## config.mk

```make
export PLATFORM = sky130hd
export DESIGN_NAME = bp_table_ctrl
export DESIGN_NICKNAME = d
export VERILOG_FILES = /design/src/rtl/bp_table_ctrl.sv
export SDC_FILE = /design/constraint.sdc
export NUM_CORES = 1
export LEC_CHECK = 0
export CAP_MARGIN = 20
export CORE_MARGIN = 8
export CORE_UTILIZATION = 40
export CTS_CLUSTER_SIZE = 14
export DETAILED_ROUTE_END_ITERATION = 10
export PLACE_DENSITY = 0.66
export RECOVER_POWER = 50
export SYNTH_ARGS = -nofsm -noshare
export SYNTH_HDL_FRONTEND = slang
export SYNTH_SLANG_ARGS = --single-unit
export TNS_END_PERCENT = 20
```

## constraint.sdc

```tcl
create_clock -name clk -period 3.45 [get_ports clk]
set_input_delay 0.345 -clock clk [delete_from_list [all_inputs] [get_ports clk]]
set_output_delay 0.345 -clock clk [all_outputs]
set_load 0.005 [all_outputs]
```

## src/rtl/bp_table_ctrl.sv

```systemverilog
// Branch-predictor table write sequencer: sweep after reset or flush, then read-modify-write training from a small FIFO (push to write 3 cycles, 1 update per 3 cycles).
// A full FIFO drops updates silently because there is no backpressure. Define BP_STATS_EN to add update and drop counters.
module bp_table_ctrl #(
    parameter int BHT_DEPTH  = 10,
    parameter int PHT_DEPTH  = 6,
    parameter int FIFO_DEPTH = 4
) (
    input  logic                 clk,
    input  logic                 rst,
    input  logic                 flush_req,
    input  logic                 upd_valid,
    input  logic [31:0]          upd_pc,
    input  logic                 upd_take,
    output logic [BHT_DEPTH-1:0] bht_raddr,
    input  logic [PHT_DEPTH-1:0] bht_rdata,
    output logic [PHT_DEPTH-1:0] pht_raddr,
    input  logic [1:0]           pht_rdata,
    output logic                 bht_we,
    output logic [BHT_DEPTH-1:0] bht_waddr,
    output logic [PHT_DEPTH-1:0] bht_wdata,
    output logic                 pht_we,
    output logic [PHT_DEPTH-1:0] pht_waddr,
    output logic [1:0]           pht_wdata,
`ifdef BP_STATS_EN
    output logic [31:0]          stat_upd_cnt,
    output logic [31:0]          stat_drop_cnt,
`endif
    output logic                 table_ready
);
    localparam int MAX_DEPTH = (BHT_DEPTH > PHT_DEPTH) ? BHT_DEPTH : PHT_DEPTH;
    localparam int PTR_W     = $clog2(FIFO_DEPTH);
    localparam int ENT_W     = MAX_DEPTH + 1;

    typedef enum logic [1:0] {SWEEP, IDLE, PHT_RD, WRITE} state_t;

    state_t               state;
    logic [MAX_DEPTH-1:0] sweepIdx;
    logic [ENT_W-1:0]     fifoMem [FIFO_DEPTH];
    logic [PTR_W-1:0]     rdPtr;
    logic [PTR_W-1:0]     wrPtr;
    logic [PTR_W:0]       count;
    logic [MAX_DEPTH-1:0] workPc;
    logic                 workTake;
    logic [PHT_DEPTH-1:0] hist;
    logic [PHT_DEPTH-1:0] phtIdx;
    logic [ENT_W-1:0]     headEnt;
    logic [ENT_W-1:0]     pushEnt;
    logic                 doPop;
    logic                 doPush;
    logic                 doWrite;
    logic [1:0]           phtNext;
    logic                 unusedBits;

    assign headEnt = fifoMem[rdPtr];
    assign pushEnt = {upd_pc[MAX_DEPTH+1:2], upd_take};
    assign doPop   = !rst && !flush_req && (state == IDLE) && (count != '0);
    assign doPush  = !rst && !flush_req && upd_valid && (state != SWEEP) &&
                     ((count < (PTR_W+1)'(FIFO_DEPTH)) || doPop);
    assign doWrite = !rst && !flush_req && (state == WRITE);
    assign unusedBits = ^{upd_pc[31:MAX_DEPTH+2], upd_pc[1:0], hist[PHT_DEPTH-1]};

    always_comb begin
        phtNext = pht_rdata;
        if (workTake) begin
            if (pht_rdata != 2'b11) phtNext = pht_rdata + 2'd1;
        end else if (pht_rdata != 2'b00) begin
            phtNext = pht_rdata - 2'd1;
        end
    end

    // Table ports decode straight from state so the RAM read latency fits the 3-cycle budget.
    always_comb begin
        bht_raddr = '0;
        pht_raddr = '0;
        bht_we    = 1'b0;
        bht_waddr = '0;
        bht_wdata = '0;
        pht_we    = 1'b0;
        pht_waddr = '0;
        pht_wdata = '0;
        if (!rst) begin
            case (state)
                SWEEP: begin
                    bht_we    = (sweepIdx >> BHT_DEPTH) == '0;
                    bht_waddr = sweepIdx[BHT_DEPTH-1:0];
                    pht_we    = (sweepIdx >> PHT_DEPTH) == '0;
                    pht_waddr = sweepIdx[PHT_DEPTH-1:0];
                    pht_wdata = 2'b10;
                end
                IDLE:   bht_raddr = headEnt[BHT_DEPTH:1];
                PHT_RD: pht_raddr = workPc[PHT_DEPTH-1:0] ^ bht_rdata;
                WRITE: begin
                    bht_we    = doWrite;
                    bht_waddr = workPc[BHT_DEPTH-1:0];
                    bht_wdata = {hist[PHT_DEPTH-2:0], workTake};
                    pht_we    = doWrite;
                    pht_waddr = phtIdx;
                    pht_wdata = phtNext;
                end
                default: ;
            endcase
        end
    end

    always_ff @(posedge clk) begin
        if (rst || flush_req) begin
            state       <= SWEEP;
            sweepIdx    <= '0;
            rdPtr       <= '0;
            wrPtr       <= '0;
            count       <= '0;
            table_ready <= 1'b0;
        end else begin
            if (doPush) begin
                fifoMem[wrPtr] <= pushEnt;
                wrPtr          <= wrPtr + 1'b1;
            end
            if (doPop) rdPtr <= rdPtr + 1'b1;
            if (doPush && !doPop)      count <= count + 1'b1;
            else if (doPop && !doPush) count <= count - 1'b1;

            case (state)
                SWEEP: begin
                    sweepIdx <= sweepIdx + 1'b1;
                    if (&sweepIdx) begin
                        state       <= IDLE;
                        table_ready <= 1'b1;
                    end
                end
                IDLE: begin
                    if (doPop) begin
                        workPc   <= headEnt[ENT_W-1:1];
                        workTake <= headEnt[0];
                        state    <= PHT_RD;
                    end
                end
                PHT_RD: begin
                    hist   <= bht_rdata;
                    phtIdx <= pht_raddr;
                    state  <= WRITE;
                end
                WRITE:   state <= IDLE;
                default: state <= SWEEP;
            endcase
        end
    end

`ifdef BP_STATS_EN
    // Flush leaves these alone so drops across a re-sweep stay visible.
    always_ff @(posedge clk) begin
        if (rst) begin
            stat_upd_cnt  <= '0;
            stat_drop_cnt <= '0;
        end else begin
            if (doWrite && !(&stat_upd_cnt)) stat_upd_cnt <= stat_upd_cnt + 32'd1;
            if (upd_valid && !doPush && !(&stat_drop_cnt)) stat_drop_cnt <= stat_drop_cnt + 32'd1;
        end
    end
`endif

endmodule

```

# ---- Word-level counts from Yosys, hierarchy flattened
# Memory sizes are Yosys's and may differ from the RTL's. A register that Yosys moved wholly into a read port is not among the register bits.
# Index checks and enable logic that the tools add are counted.
dict set report totals {
  register_bits 42
  ramBits 44
  inputBits 45
  out_inout_bits 43
  elab_cells 82
  mem_count 1
}
dict set report classes {
  addsub 7
  magnitude_cmp 1
  n_eq_ne 6
  muxes 29
  bitwise 2
  reduce_logical 26
}
# name depth word_bits read_ports rd_ports_with_merged_regs write_ports line_no
set mem_list {}
lappend mem_list {fifoMem 4 11 1 1 1 38} ;# logic [ENT_W-1:0] fifoMem [FIFO_DEPTH];
# op count
set op_table {}
lappend op_table {{$mux 10} 3}
lappend op_table {{$mux 6} 5}
lappend op_table {{$pmux 10 s2} 1}
lappend op_table {{$mux 2} 8}
lappend op_table {{$pmux 6 s2} 1}
lappend op_table {{$reduce_and 11->1} 1}
lappend op_table {{$add 10x1->10 const B} 1}
lappend op_table {{$logic_not 10->1} 1}
lappend op_table {{$reduce_and 10->1} 1}
lappend op_table {{$logic_and 1x1->1} 9}
lappend op_table {{$pmux 2 s4} 1}
lappend op_table {{$add 2x1->2 const B} 3}
lappend op_table {{$mux 3} 2}
lappend op_table {{$ne 2x2->1 const B} 3}
lappend op_table {{$reduce_bool 2->1} 3}
lappend op_table {{$xor 6x6->6} 1}
lappend op_table {{$mux 1} 5}
lappend op_table {{$eq 2x2->1 const B} 2}
lappend op_table {{$logic_not 1->1} 4}
lappend op_table {{$pmux 1 s2} 2}
lappend op_table {{$pmux 2 s2} 1}
lappend op_table {{$reduce_and 2->1} 2}
lappend op_table {{$add 3x1->3 const B} 1}
lappend op_table {{$lt 3x3->1 const B} 1}
lappend op_table {{8 further kinds} 9}

# ---- Logic depth before layout (Yosys ltp)
# Gate-level depths: netlist of run 1.
dict set report depth {
  word_depth 10
  depth_mapped 11
  mapped_depth_nobuf 11
}

# ---- Worst setup path after synthesis of run 1
# No wires, ideal clock.
dict set report synth_timing {
  path_kind {register -> register}
  from {reg state[1]}
  to {reg count[2]}
  setup_ps 71
  arrival_time_ps 2772
  required_ps 3379
  slack_ps 607
  stages_incl_launch_ff 12
  path_buffers 0
  period_less_slack_ps 2843
  cell_sequence {dfxtp_1 > inv_1 > ha_1 > nand2b_1 > nor3_1 > inv_1 > ha_1 > inv_1 > fa_1 > xor2_1 > or3_1 > a21oi_1}
}
dict set report synth_via {
  elab_chain_len 8
  elab_cells_between_ends 13
  cone_classes {1 x eq/ne; 1 x mux; 11 x reduce/logical}
}
# item line_no
set synth_rtl {}
lappend synth_rtl {{from (decl)} 36} ;# state_t state;
lappend synth_rtl {{from (signal assigned)} 107} ;# state <= SWEEP;
lappend synth_rtl {{from (signal assigned)} 126} ;# state <= IDLE;
lappend synth_rtl {{from (signal assigned)} 134} ;# state <= PHT_RD;
lappend synth_rtl {{$eq 2x1->1} 56} ;# assign doPop = !rst && !flush_req && (state == IDLE) && (count != '0);
lappend synth_rtl {{$logic_and 1x1->1 (2 in a row)} 56}
lappend synth_rtl {{$logic_or 1x1->1} 58} ;# ((count < (PTR_W+1)'(FIFO_DEPTH)) || doPop);
lappend synth_rtl {{$logic_and 1x1->1} 57} ;# assign doPush = !rst && !flush_req && upd_valid && (state != SWEEP) &&
lappend synth_rtl {{$logic_not 1->1} 120} ;# else if (doPop && !doPush) count <= count - 1'b1;
lappend synth_rtl {{$logic_and 1x1->1} 120}
lappend synth_rtl {{$reduce_bool 2->1 (no line)} -}
lappend synth_rtl {{to (signal assigned)} 119} ;# if (doPush && !doPop) count <= count + 1'b1;
lappend synth_rtl {{to (signal assigned)} 120}
lappend synth_rtl {{to (decl)} 41} ;# logic [PTR_W:0] count;
# Several ways; a longest one is shown, not always the timed one.
# A chain may end at the register's enable or synchronous reset.

# ---- Worst setup path in the final report of run 1
dict set report layout_timing {
  from {reg state[1]}
  to {out bht_waddr[8]}
}
dict set report layout_via {
  elab_chain_len 3
  elab_cells_between_ends 4
  cone_classes {1 x eq/ne; 2 x mux; 1 x reduce/logical}
}
# item line_no
set layout_rtl {}
lappend layout_rtl {{$eq 2x2->1 / $logic_not 2->1 (equally long branches)} 82} ;# case (state)
lappend layout_rtl {{$pmux 10 s2 *} 82}
lappend layout_rtl {{$mux 10 *} 81} ;# if (!rst) begin
lappend layout_rtl {{to (decl)} 19} ;# output logic [BHT_DEPTH-1:0] bht_waddr,
# Mark *: on every way between the ends. The rest lies on a longest branch, timed or not.

==> impl_metrics.sql, run 1 <==
INSERT INTO impl_metrics (metric_group, metric, value, unit) VALUES
('setup_path', 'critical-path-slowest-cell', 'sky130_fd_sc_hd__clkdlybuf4s50_1', ''),
('grt', 'grt_pass1_wl', '12.5', 'mm'),
('route', 'drc', '0', ''),
('clock_network', 'clock_latency', '0.35', 'ns'),
('flow_run', 'drv_cap', '0', ''),
('sta', 'period_share', '0.811', ''),
('yosys', 'synth_seq_area_share', '0.636', ''),
('clock_network', 'htree_levels', '3', ''),
('layout', 'seq_area', '2420', 'µm²'),
('floorplanning', 'die_width', '114', 'µm'),
('sta', 'max-slew-margin-rel', '0.482', ''),
('route', 'avgRoutedWirePerCell', '16.5', 'µm'),
('min_path', 'hp-class', 'flip-flop to flip-flop', ''),
('yosys', 'synth-edff-count', '66', ''),
('setup_path', 'worstSetupPathDepth', '6', ''),
('route', 'ant_nets', '0', ''),
('pwr', 'finalPower', '1900', 'µW'),
('yosys', 'avg_inst_size_synth', '14.5', 'µm²'),
('setup_path', 'setup.worst_path.start_class', 'flip-flop', ''),
('yosys', 'synthesis.nets', '320', ''),
('clock_network', 'clk_transition_reported_paths', '0.09', 'ns'),
('pwr', 'power.density_cell_area', '397', 'nW/µm²'),
('sta', 'timing.setup.tns', '0', 'ns'),
('placement', 'gp_routability_congestion', '0.763', ''),
('grt', 'grt_max_degree', '23', ''),
('sta', 'rsz0062_at_grt', 'no', ''),
('setup_path', 'cp_cell_sequence', 'inv_1 -> ha_1 -> nor3b_2 -> buf_4 -> a22o_1 -> clkdlybuf4s50_1', ''),
('setup_path', 'r2r_slack', '0.67', 'ns'),
('sta', 'timing.final.max_slew_violations', '0', ''),
('grt', 'sum_of_overflow_across_all_layers_after_global_routing', '0', ''),
('grt', 'grt_use_total', '0.126', ''),
('setup_path', 'crit_arrival', '2.45', 'ns'),
('yosys', 'synth.cell_area', '3810', 'µm²'),
('sta', 'fmax', '0.357', 'GHz'),
('route', 'drt-pass1-iter-count', '4', ''),
('route', 'routed_vias_inst', '4.85', ''),
('sta', 'hold_violations', '0', ''),
('floorplanning', 'fp.coreArea', '9240', 'µm²'),
('min_path', 'hold_path_depth', '2', ''),
('floorplanning', 'total_i_o_pin_count', '88', ''),
('floorplanning', 'row_count', '35', ''),
('sta', 'final.min_clock_period', '2.80', 'ns'),
('layout', 'n_fill_cell', '808', ''),
('grt', 'first_global_vias', '2418', ''),
('outcome', 'run_status', 'complete, no violations', ''),
('yosys', 'synth_top_area_cell', 'sky130_fd_sc_hd__edfxtp_1', ''),
('placement', 'port_buffers', '65', ''),
('setup_path', 'worstPathBufferInverterCount', '3', ''),
('clock_network', 'cts_buffers', '9', ''),
('setup_path', 'critPathCaptureType', 'output pin', ''),
('layout', 'antenna_cells_inserted', '0', ''),
('sta', 'final.hold.worst_slack', '0.488', 'ns'),
('layout', 'multi_input_comb_area', '1290', 'µm²'),
('sta', 'max_slew.worst_pin.slew', '0.776', 'ns'),
('yosys', 'post-synth-top-area-fraction', '0.520', ''),
('floorplanning', 'die_area', '12900', 'µm²'),
('layout', 'final_nets', '393', ''),
('layout', 'final_layout_size_suffix_gt1_frac', '0.0938', ''),
('sta', 'clock_skew', '0.0177', 'ns'),
('floorplanning', 'initial_utilization', '0.412', ''),
('clock_network', 'clock_tree.buffer_depth', '2', ''),
('yosys', 'ys_types', '38', ''),
('yosys', 'post_synth_main_area_contributors', 'sky130_fd_sc_hd__edfxtp_1 (52%), sky130_fd_sc_hd__dfxtp_1 (12%), sky130_fd_sc_hd__mux4_2 (6.5%)', ''),
('route', 'route.vias.total', '2280', ''),
('clock_network', 'clock_tree.root_cell', 'sky130_fd_sc_hd__clkbuf_8', ''),
('yosys', 'yosysMostFrequentCell', 'sky130_fd_sc_hd__edfxtp_1', ''),
('clock_network', 'cts_num_sinks', '88', ''),
('clock_network', 'clock_tree_from_tritoncts', 'yes', ''),
('layout', 'flow.area_growth_from_synthesis', '25.8', '%'),
('clock_network', 'number_of_resized_instances_in_the_post_cts_repair_step', '0', ''),
('yosys', 'post_synth_inst_count', '263', '');
-- stage by stage --
step / util / setup WS [ns]
final: 0.519 / 0.651
after global routing: 0.519 / 0.318
after CTS: 0.522 / 0.543
after detailed placement: 0.500 / 0.652
after global placement: 0.500 / 0.680
after floorplan: - / 0.607
-- layout make-up --
type / count / area share
timing repair buffer: 71 / 0.144
clock buffer: 9 / 0.0258
tap: 129 / 0.0337
clock inverter: 7 / 0.0162
multi-input combinational: 157 / 0.268
sequential: 88 / 0.505
inverter: 9 / 0.00705
-- registers in the layout, indices dropped and copies added (netlist names), named ones only --
| register | count |
|---|---|
| table_ready | 1 |
| wrPtr | 2 |
| workPc | 10 |
| workTake | 1 |
| state | 2 |
| phtIdx | 6 |
| count | 3 |
| sweepIdx | 10 |
| fifoMem | 44 |
| hist | 5 |
| rdPtr | 2 |
-- worst reg2reg max path, delay by kind of cell, from the launching register on --
family | cells | cell delay (ns)
buffers and inverters | 4 | 0.88
adder cells (fa/ha/maj) | 3 | 0.68
AND/OR/NAND/NOR | 3 | 0.61
flip-flops | 1 | 0.35
AO/OA/AOI/OAI | 1 | 0.14
XOR/XNOR | 1 | 0.07
-- per-layer routing --
layer  vias to the layer above  global-route usage  routed length, µm
met5                         -                   0                  8
met4                         2              0.0533                 70
met3                         6              0.0396                445
met2                        47               0.215               3910
met1                      1104               0.143               3300
li1                       1121                   -                  -
-- cells by family (layout without fill, tap and decap cells) --
family	Yosys count	count (layout)	share of synthesized area
simple gates	80	80	0.118
compound gates	31	31	0.0640
mux	14	14	0.0729
xor+xnor	18	18	0.0414
fa+ha+maj	14	14	0.0466
buf+inv	18	96	0.0213
flops	88	88	0.636
-- cells in the final DEF (no fill, tap or decap), drive strengths merged, types with 3 or more instances in the layout --
| cell type | count |
|---|---|
| xnor2 | 13 |
| a21oi | 4 |
| o21ai | 4 |
| nand4 | 3 |
| nor4b | 3 |
| xor2 | 5 |
| ha | 11 |
| edfxtp | 66 |
| clkinv | 4 |
| a22o | 17 |
| nand3 | 4 |
| nor3 | 7 |
| nand2 | 5 |
| dlygate4sd3 | 18 |
| nor2 | 23 |
| buf | 4 |
| clkbuf | 11 |
| inv | 11 |
| and2 | 22 |
| nor2b | 4 |
| dfxtp | 22 |
| mux4 | 11 |
| clkdlybuf4s50 | 47 |
| mux2i | 3 |
-- where the power goes --
group	switching (µW)	internal, µW	leakage [µW]
Sequential	1.87	1130	0.000786
Clock	371	341	0.000102
Combinational	25.9	33.0	0.000703
-- path summary, 6_finish.rpt --
path | startpoint | end
worst max-delay path | state[1]$_SDFFE_PP0P_ | bht_waddr[8]
worst max register to register | state[1]$_SDFFE_PP0P_ | count[2]$_SDFFE_PP0P_
worst min-delay path | table_ready$_SDFFE_PP0P_ | table_ready$_SDFFE_PP0P_
worst min register to register | table_ready$_SDFFE_PP0P_ | table_ready$_SDFFE_PP0P_
Power figures use the tool's default switching activity.
==> run 2: changes to the inputs <==
Clock period 3.45 ns to 2.7 ns, I/O delays scaled along.
==> impl_metrics.sql, run 2 (synthesis gave the netlist of run 1 again) <==
INSERT INTO impl_metrics (metric_group, metric, value, unit) VALUES
('route', 'drt-pass1-iter-count', '4', ''),
('placement', 'gp_routability_congestion', '0.786', ''),
('setup_path', 'worst-path-max-fanout', '18', ''),
('floorplanning', 'row_count', '35', ''),
('route', 'drc', '0', ''),
('sta', 'timing.final.max_slew_violations', '0', ''),
('floorplanning', 'die_width', '114', 'µm'),
('grt', 'grt_use_total', '0.126', ''),
('setup_path', 'worstPathBufferInverterCount', '4', ''),
('sta', 'clock_skew', '0.0143', 'ns'),
('outcome', 'run_status', 'complete, no violations', ''),
('route', 'routedLengthMet1', '3.44', 'mm'),
('flow_run', 'drv_cap', '0', ''),
('clock_network', 'clock_tree.root_cell', 'sky130_fd_sc_hd__clkbuf_8', ''),
('placement', 'place_hpwl', '5.73', 'mm'),
('route', 'routed_vias_inst', '4.87', ''),
('pwr', 'peakVddDrop', '330', 'µV'),
('setup_path', 'crit_arrival', '2.33', 'ns'),
('layout', 'layout_common_cells', 'sky130_fd_sc_hd__edfxtp_1 (66), sky130_fd_sc_hd__clkdlybuf4s50_1 (48), sky130_fd_sc_hd__nor2_1 (23)', ''),
('route', 'ant_nets', '0', ''),
('setup_path', 'crit-reg2reg-launch', 'state[1]$_SDFFE_PP0P_', ''),
('setup_path', 'crit_start', 'state[1]$_SDFFE_PP0P_', ''),
('floorplanning', 'die_area', '12900', 'µm²'),
('layout', 'biggestRegsByFlops', 'fifoMem x44, sweepIdx x10, workPc x10', ''),
('setup_path', 'timing.critical_path.max_delay_family', 'buffers and inverters', ''),
('clock_network', 'clock_tree_from_tritoncts', 'yes', ''),
('route', 'dr.first_iter.drc_count', '84', ''),
('floorplanning', 'die_h', '114', 'µm'),
('grt', 'sum_of_overflow_across_all_layers_after_global_routing', '0', ''),
('sta', 'fmax', '0.385', 'GHz'),
('floorplanning', 'fp.coreArea', '9240', 'µm²'),
('grt', 'grt_pass1_wl', '12.5', 'mm'),
('layout', 'flow.area_growth_from_synthesis', '28.6', '%'),
('clock_network', 'cts_hold_buf', '0', ''),
('setup_path', 'cp_cell_sequence', 'inv_1 -> ha_4 -> buf_4 -> nor3b_2 -> buf_6 -> a22o_1 -> clkdlybuf4s50_1', ''),
('layout', 'final_layout_size_suffix_gt1_frac', '0.131', ''),
('floorplanning', 'total_i_o_pin_count', '88', ''),
('sta', 'finalWorstSetupSlack', '0.104', 'ns'),
('layout', 'n_fill_cell', '784', ''),
('pwr', 'finalPower', '2410', 'µW'),
('clock_network', 'cts_num_sinks', '88', ''),
('sta', 'period_share', '0.962', ''),
('sta', 'hold_violations', '0', ''),
('clock_network', 'htree_levels', '3', ''),
('setup_path', 'r2r_slack', '0.21', 'ns'),
('grt', 'first_global_vias', '2398', ''),
('clock_network', 'clock_tree.buffer_depth', '2', ''),
('setup_path', 'critPathKind', 'flip-flop to output pin', ''),
('route', 'top_layer', 'met4', ''),
('route', 'wl_met3', '400', 'µm'),
('layout', 'max_flop_register', 'fifoMem', ''),
('route', 'met2_wirelength', '3.84', 'mm'),
('grt', 'grt_max_degree', '23', ''),
('route', 'detail_route.wirelength', '7.83', 'mm'),
('layout', 'final_nets', '403', ''),
('setup_path', 'worst_r2r_endpoint', 'count[2]$_SDFFE_PP0P_', ''),
('setup_path', 'worst-endpoint-required', '2.43', 'ns'),
('sta', 'final.min_clock_period', '2.60', 'ns'),
('setup_path', 'max_stage_delay', '0.50', 'ns'),
('clock_network', 'clock_latency', '0.35', 'ns'),
('sta', 'timing.setup.tns', '0', 'ns'),
('layout', 'largest_register_ff_count', '44', ''),
('setup_path', 'reg2regPathDepth', '10', ''),
('pwr', 'power.density_cell_area', '492', 'nW/µm²'),
('clock_network', 'clk_transition_reported_paths', '0.10', 'ns'),
('sta', 'max-slew-margin-rel', '0.498', ''),
('pwr', 'cell_leakage_power', '0.00165', 'µW'),
('route', 'avgRoutedWirePerCell', '16.3', 'µm'),
('grt', 'initial_antenna_violation_count', '1', ''),
('setup_path', 'setup.worst_path.start_class', 'flip-flop', ''),
('setup_path', 'critical-path-slowest-cell', 'sky130_fd_sc_hd__clkdlybuf4s50_1', ''),
('clock_network', 'post-cts-setup-buffer-count', '0', ''),
('setup_path', 'worstSetupEndpoint', 'pht_waddr[4]', ''),
('sta', 'timing.final.setup_violations', '0', ''),
('clock_network', 'cts_buffers', '9', ''),
('setup_path', 'worstSetupPathDepth', '7', ''),
('sta', 'rsz0062_at_grt', 'yes', ''),
('clock_network', 'number_of_resized_instances_in_the_post_cts_repair_step', '2', ''),
('sta', 'max_slew.worst_pin.slew', '0.752', 'ns'),
('placement', 'dp_slack', '0.104', 'ns'),
('min_path', 'hp-class', 'flip-flop to flip-flop', ''),
('layout', 'leading_cell_type_in_the_layout_fill_and_taps_excluded', 'sky130_fd_sc_hd__edfxtp_1', ''),
('floorplanning', 'initial_utilization', '0.412', ''),
('placement', 'port_buffers', '65', ''),
('route', 'route.vias.total', '2341', ''),
('setup_path', 'critPathCaptureType', 'output pin', '');
[run 2: how the worst min path moves through the flow]
stage / slack (ns) / endpoint / start / cells past startpoint
after floorplan: 0.37 / fifoMem[0][0]$_DFFE_PP_ / upd_take / 0
after global placement: 0.45 / table_ready$_SDFFE_PP0P_ / table_ready$_SDFFE_PP0P_ / 2
after detailed placement: 0.48 / table_ready$_SDFFE_PP0P_ / table_ready$_SDFFE_PP0P_ / 2
after CTS: 0.50 / table_ready$_SDFFE_PP0P_ / table_ready$_SDFFE_PP0P_ / 2
after global routing: 0.52 / table_ready$_SDFFE_PP0P_ / table_ready$_SDFFE_PP0P_ / 2
final: 0.50 / table_ready$_SDFFE_PP0P_ / table_ready$_SDFFE_PP0P_ / 2
[run 2: layout make-up]
type / instances / area [µm²] / area share
Sequential cell: 88 / 2420 / 0.494
Multi-Input combinational cell: 157 / 1320 / 0.269
Timing Repair Buffer: 81 / 767 / 0.156
Tap cell: 129 / 161 / 0.0329
Clock buffer: 9 / 124 / 0.0253
Clock inverter: 7 / 70.1 / 0.0143
Inverter: 9 / 33.8 / 0.00689
Antenna cell: 1 / 2.50 / 0.000511
[run 2: routing by layer]
metal | vias to the layer above | GRT usage
met5 | - | 0
met4 | 0 | 0.0657
met3 | 9 | 0.0275
met2 | 61 | 0.210
met1 | 1127 | 0.150
li1 | 1144 | -
[run 2: power by group]
part / total (µW) / internal, µW / switching, µW
registers: 1450 / 1450 / 2.77
clock network: 881 / 365 / 516
logic: 79.7 / 45.0 / 34.6
[run 2: worst min-delay path, stage by stage, from the launching register on]
cell,delay (ns)
sky130_fd_sc_hd__dfxtp_1,0.33
sky130_fd_sc_hd__nor2_1,0.10
sky130_fd_sc_hd__nor2_1,0.04
[run 2: metrics by stage]
stage,instance area (µm²),hold WS (ns),utilization,std cells
floorplan,3820,0.369,-,263
global placement,4700,0.455,0.509,464
detailed placement,4700,0.483,0.509,464
CTS,4900,0.505,0.530,480
global route,4900,0.520,0.530,481
finish,4900,0.500,0.530,481
